File: config.mk
export PLATFORM = sky130hd
export DESIGN_NAME = hermes_local_arbiter
export DESIGN_NICKNAME = d
export VERILOG_FILES = /design/src/rtl/hermes_local_arbiter.sv
export SDC_FILE = /design/constraint.sdc
export NUM_CORES = 1
export LEC_CHECK = 0
export BUFFER_PORTS_ARGS = -buffer_cell sky130_fd_sc_hd__buf_2
export CORE_MARGIN = 2
export CORE_UTILIZATION = 45
export CTS_CLUSTER_DIAMETER = 80
export DETAILED_ROUTE_END_ITERATION = 6
export PLACE_DENSITY_LB_ADDON = 0.1
export SETUP_SLACK_MARGIN = 0.2
export SLEW_MARGIN = 20
export SYNTH_ARGS = -nofsm -noshare
export SYNTH_HDL_FRONTEND = slang
export SYNTH_SLANG_ARGS = --single-unit
File: constraint.sdc
create_clock -name clk_i -period 5.95 [get_ports clk_i]
set_input_delay 0.2975 -clock clk_i [delete_from_list [all_inputs] [get_ports clk_i]]
set_output_delay 0.2975 -clock clk_i [all_outputs]
set_load 0.005 [all_outputs]
File: src/rtl/hermes_local_arbiter.sv
// rtl/hermes_local_arbiter.sv - packet-level round-robin arbiter for a Hermes router local input port
//
// Shares one Hermes local input port among N_SOURCES requesters. Ownership is
// locked for a whole packet (header flit, size flit, size payload flits) and
// then passed round-robin starting after the previous owner.
//
// Ports:
//   clk_i         clock, rising edge
//   rst_ni        asynchronous active-low reset
//   src_tx_i      per-requester flit valid
//   src_data_i    per-requester flit, requester i at [i*FLIT_SIZE +: FLIT_SIZE]
//   src_credit_o  per-requester flit accepted this cycle
//   tx_o          flit valid toward the router
//   data_o        flit toward the router
//   credit_i      router local buffer has space
//   grant_o       one-hot current owner, zero when idle
//   busy_o        packet in progress
module hermes_local_arbiter #(
    parameter int N_SOURCES = 2,
    parameter int FLIT_SIZE = 32
) (
    input  logic                           clk_i,
    input  logic                           rst_ni,
    input  logic [N_SOURCES-1:0]           src_tx_i,
    input  logic [N_SOURCES*FLIT_SIZE-1:0] src_data_i,
    output logic [N_SOURCES-1:0]           src_credit_o,
    output logic                           tx_o,
    output logic [FLIT_SIZE-1:0]           data_o,
    input  logic                           credit_i,
    output logic [N_SOURCES-1:0]           grant_o,
    output logic                           busy_o
);

    localparam int IDX_W = $clog2(N_SOURCES);

    typedef enum logic [1:0] {
        IDLE,
        HEADER,
        SIZE,
        PAYLOAD
    } state_t;

    state_t           state, state_nx;
    logic [IDX_W-1:0] g, g_nx;
    logic [IDX_W-1:0] rr, rr_nx;
    logic [15:0]      cnt, cnt_nx;
    logic             xfer;
    logic             pkt_end;
    logic             found;
    logic [IDX_W-1:0] sel;
    int               j;

    assign busy_o = (state != IDLE);
    assign xfer   = tx_o && credit_i;

    // Grant mux: purely combinational from the registered owner, so the
    // router's credit reaches the owning requester in the same cycle.
    always_comb begin
        grant_o      = '0;
        src_credit_o = '0;
        tx_o         = 1'b0;
        data_o       = '0;
        if (state != IDLE) begin
            grant_o[g]      = 1'b1;
            src_credit_o[g] = credit_i;
            tx_o            = src_tx_i[g];
            data_o          = src_data_i[int'(g)*FLIT_SIZE +: FLIT_SIZE];
        end
    end

    always_comb begin
        state_nx = state;
        g_nx     = g;
        rr_nx    = rr;
        cnt_nx   = cnt;
        pkt_end  = 1'b0;
        found    = 1'b0;
        sel      = rr;
        j        = 0;

        case (state)
            IDLE: begin
                // First requester at or after rr, wrapping past the top index.
                for (int i = 0; i < N_SOURCES; i++) begin
                    j = int'(rr) + i;
                    if (j >= N_SOURCES) begin
                        j = j - N_SOURCES;
                    end
                    if (!found && src_tx_i[j]) begin
                        found = 1'b1;
                        sel   = IDX_W'(j);
                    end
                end
                if (found) begin
                    g_nx     = sel;
                    state_nx = HEADER;
                end
            end
            HEADER: begin
                if (xfer) begin
                    state_nx = SIZE;
                end
            end
            SIZE: begin
                if (xfer) begin
                    // Only the low 16 bits carry the payload length.
                    cnt_nx = data_o[15:0];
                    if (data_o[15:0] == 16'd0) begin
                        pkt_end = 1'b1;
                    end else begin
                        state_nx = PAYLOAD;
                    end
                end
            end
            PAYLOAD: begin
                if (xfer) begin
                    cnt_nx = cnt - 16'd1;
                    if (cnt == 16'd1) begin
                        pkt_end = 1'b1;
                    end
                end
            end
            default: begin
                state_nx = IDLE;
            end
        endcase

        if (pkt_end) begin
            state_nx = IDLE;
            if (int'(g) == N_SOURCES - 1) begin
                rr_nx = '0;
            end else begin
                rr_nx = g + 1'b1;
            end
        end
    end

    always_ff @(posedge clk_i or negedge rst_ni) begin
        if (!rst_ni) begin
            state <= IDLE;
            g     <= '0;
            rr    <= '0;
            cnt   <= '0;
        end else begin
            state <= state_nx;
            g     <= g_nx;
            rr    <= rr_nx;
            cnt   <= cnt_nx;
        end
    end

endmodule

==> results.json <==
{
  "status": "finished, final reports clean",
  "synth_edf_count": 0,
  "synth.most_common_cell": "nor2_1",
  "holdWs_ps": 266,
  "wl_met3_um": 280,
  "routed.top_layer": "met4",
  "drt-wirelength-per-cell_um": 14.7,
  "synth_top_family_by_area": "simple AND/OR/NAND/NOR gates",
  "dp_hpwl_um": 4510,
  "rr_startpoint": "g",
  "syn_to_final_growth_pct": 31.0,
  "antenna_found_initial": 0,
  "hold_viol": 0,
  "cts_root_buf": "clkbuf_8",
  "antenna_left": 0,
  "num_rows": 24,
  "fin_crit_sh_pct": 53.4,
  "ff2ff_setup_slack_ps": 2770,
  "seqPwrFrac_pct": 27.8,
  "grt_setup_unrepaired": "no",
  "p_total_w": 0.00119,
  "rr_worst_depth": 5,
  "post-place-ws_ps": 2800,
  "cell_internal_pwr_w": 0.000630,
  "max_freq_ghz": 0.315,
  "syn_inst": 254,
  "die_w_um": 70.4,
  "grt_pass1_vias": 1997,
  "clk_pin_slew_ps": 80,
  "ctsHoldBuffers": 1,
  "p_leak_nw": 1.33,
  "insertedDiodeCount": 0,
  "synth-compound-area-share_pct": 21.6,
  "synthArstFlopShare_pct": 100,
  "powerDensity_nw_per_um2": 457,
  "sw_frac_of_total_pct": 47.0,
  "ys.flop_type": "dfrtp_1",
  "drive_gt1_share_pct": 34.6,
  "switching_power_w": 0.000558,
  "clock_path_buffers": 2,
  "startpoint_type": "flip-flop",
  "slew_violations": 0,
  "layout.nets": 426,
  "synth_simple_gate_area_share_pct": 25.4,
  "critical_path_class": "reg2reg",
  "dieHeight_um": 70.4,
  "grt_use_total_pct": 23.3,
  "finalSetupViolCount": 0,
  "synthMuxAreaShare_pct": 18.4,
  "yosys.area.top_type_share_pct": 25.2,
  "crit_fanout": 43,
  "min_path_cells": 2,
  "synth-xor-area-share_pct": 0,
  "fp.dieArea_um2": 4950,
  "rr_endpoint": "state[0]",
  "yosysTopAreaCell": "dfrtp_1",
  "worst_slack_ps": 2770,
  "m1WireLength_um": 2710,
  "yosysWarnings": 0,
  "postCtsResizedCells": 0,
  "cap_viol_max_count": 0,
  "crit_chain": "mux2i_1 -> or3_1 -> or4_4 -> o311a_1 -> mux2_4",
  "synthAdderAreaFrac_pct": 3.79,
  "cts_tree": "yes",
  "io_buffers": 106,
  "synthesis.nets": 329,
  "cpPeakStageDelay_ps": 1100,
  "critical_path_required_ps": 6100,
  "ios": 107,
  "synthTopCellsByCount": "nor2_1 (42), mux2i_1 (35), dfrtp_1 (20)",
  "grt_overflow": 0,
  "tns_ps": 0,
  "critPathArrivalTime_ps": 3330,
  "initial_utilization_pct": 46.2,
  "drt_first_iter_violations": 166,
  "ys_seq_area_share_pct": 25.2,
  "finClkSkew_ps": 5.23,
  "hp-class": "in2reg",
  "core_um2": 4290,
  "cts_setup_buffers": 0,
  "h-tree-depth": 1,
  "vias_per_cell": 5.58,
  "wl_um": 5900,
  "hold_start": "src_tx_i[0]",
  "synthTopCellsByArea": "dfrtp_1 (25%), mux2i_1 (18%), nor2_1 (7.9%), a21oi_1 (4.3%), o21ai_0 (4.0%)",
  "grt_max_degree": 50,
  "grt_pass1_wl_um": 9470,
  "crit_path_top_delay_cell": "dfrtp_2",
  "synth.avg_cell_area_um2": 7.81,
  "comb_power_share_pct": 63.1,
  "ys_types": 46,
  "wl_met2_um": 2890,
  "hold_path_end": "g",
  "slew_headroom_pct": 27.2,
  "cp-end-kind": "flip-flop",
  "insertion_delay_ps": 260,
  "drc": 0,
  "cts-buffers-inserted": 3,
  "syn_area_um2": 1980,
  "power.share.clock_pct": 9.1,
  "vias": 2245,
  "tightest_slew_ps": 1090,
  "cts_sinks": 20,
  "firstDrtPassIters": 4,
  "ir_worst_vdd_uv": 333,
  "gp_congestion": 0.858,
  "period_minus_slack_ps": 3180,
  "synth.ff_latch_count": 20
}
## layout by cell type, fill, tap and decap left out, drive strengths merged, types with 2 or more instances in the layout
| cell type | synthesis | routed |
|---|---|---|
| or4 | 5 | 5 |
| o22ai | 4 | 4 |
| o31ai | 5 | 5 |
| or3 | 7 | 7 |
| buf | 6 | 109 |
| nand3b | 2 | 2 |
| a22o | 5 | 5 |
| inv | 10 | 10 |
| clkbuf | 12 | 4 |
| o32ai | 7 | 7 |
| nor2b | 3 | 3 |
| a21oi | 17 | 17 |
| ha | 6 | 6 |
| mux2i | 35 | 35 |
| nand2 | 13 | 13 |
| dfrtp | 20 | 20 |
| nand4 | 3 | 3 |
| o21ai | 16 | 16 |
| nor3 | 6 | 6 |
| nand2b | 3 | 3 |
| nor4 | 5 | 5 |
| nor2 | 42 | 42 |
| nand3 | 3 | 3 |
## metal layers
metal	up-vias	GRT usage, %
met3	2	3.90
li1	1141	-
met4	0	3.63
met1	1037	33.2
met2	65	37.7
met5	-	0
## worst max-delay path: cells and delay by family (launching register included)
| family | cells | cell delay, ps |
|---|---|---|
| and+or+nand+nor | 2 | 1150 |
| DFF | 1 | 1100 |
| muxes | 2 | 660 |
| AOI/OAI and AO/OA | 1 | 150 |
## power by group through the flow
stage | clock (W) | combinational, W | sequential, W
global placement | 0 | 0.000746 | 0.000329
floorplan | 0 | 0.000577 | 0.000254
finish | 0.000108 | 0.000750 | 0.000330
CTS | 0.000111 | 0.000755 | 0.000328
global route | 0.000116 | 0.000837 | 0.000344
detailed placement | 0 | 0.000753 | 0.000331
## logic make-up (layout without fill, tap and decap cells)
| kind of cell | Yosys count | after routing |
|---|---|---|
| and+or+nand+nor | 99 | 99 |
| AOI/OAI and AO/OA | 65 | 65 |
| muxes | 36 | 36 |
| buffers and inverters | 28 | 124 |
| DFF | 20 | 20 |
| adders and majority gates | 6 | 6 |
## through the flow
step                      util, %  cell area [um^2]  std cells
after CTS                    60.5              2600        402
after detailed placement     59.0              2530        397
after floorplan                 -              1980        254
after global routing         60.5              2600        402
final                        60.5              2600        402
after global placement       59.0              2530        397
## registers in the layout (all words and copies together), names as in the netlist
register  cells
rr            1
g             1
state         2
cnt          16
## how the worst max path moves through the flow
stage	from	endpoint	slack, ps	cells after the start
final	g	state[0]	2770	5
after global placement	g	state[0]	2870	5
after CTS	g	state[0]	2790	5
after detailed placement	g	state[0]	2800	5
after global routing	g	state[0]	2650	5
after floorplan	state[0]	state[0]	3490	8
## cell type report
| class | count | area [um^2] |
|---|---|---|
| clock buffer | 4 | 55.1 |
| fill | 424 | 1700 |
| inverter | 10 | 37.5 |
| multi-input combinational | 206 | 1380 |
| sequential | 20 | 502 |
| tap | 52 | 65.1 |
| timing repair buffer | 110 | 563 |
(Power assumes the default switching activity.)
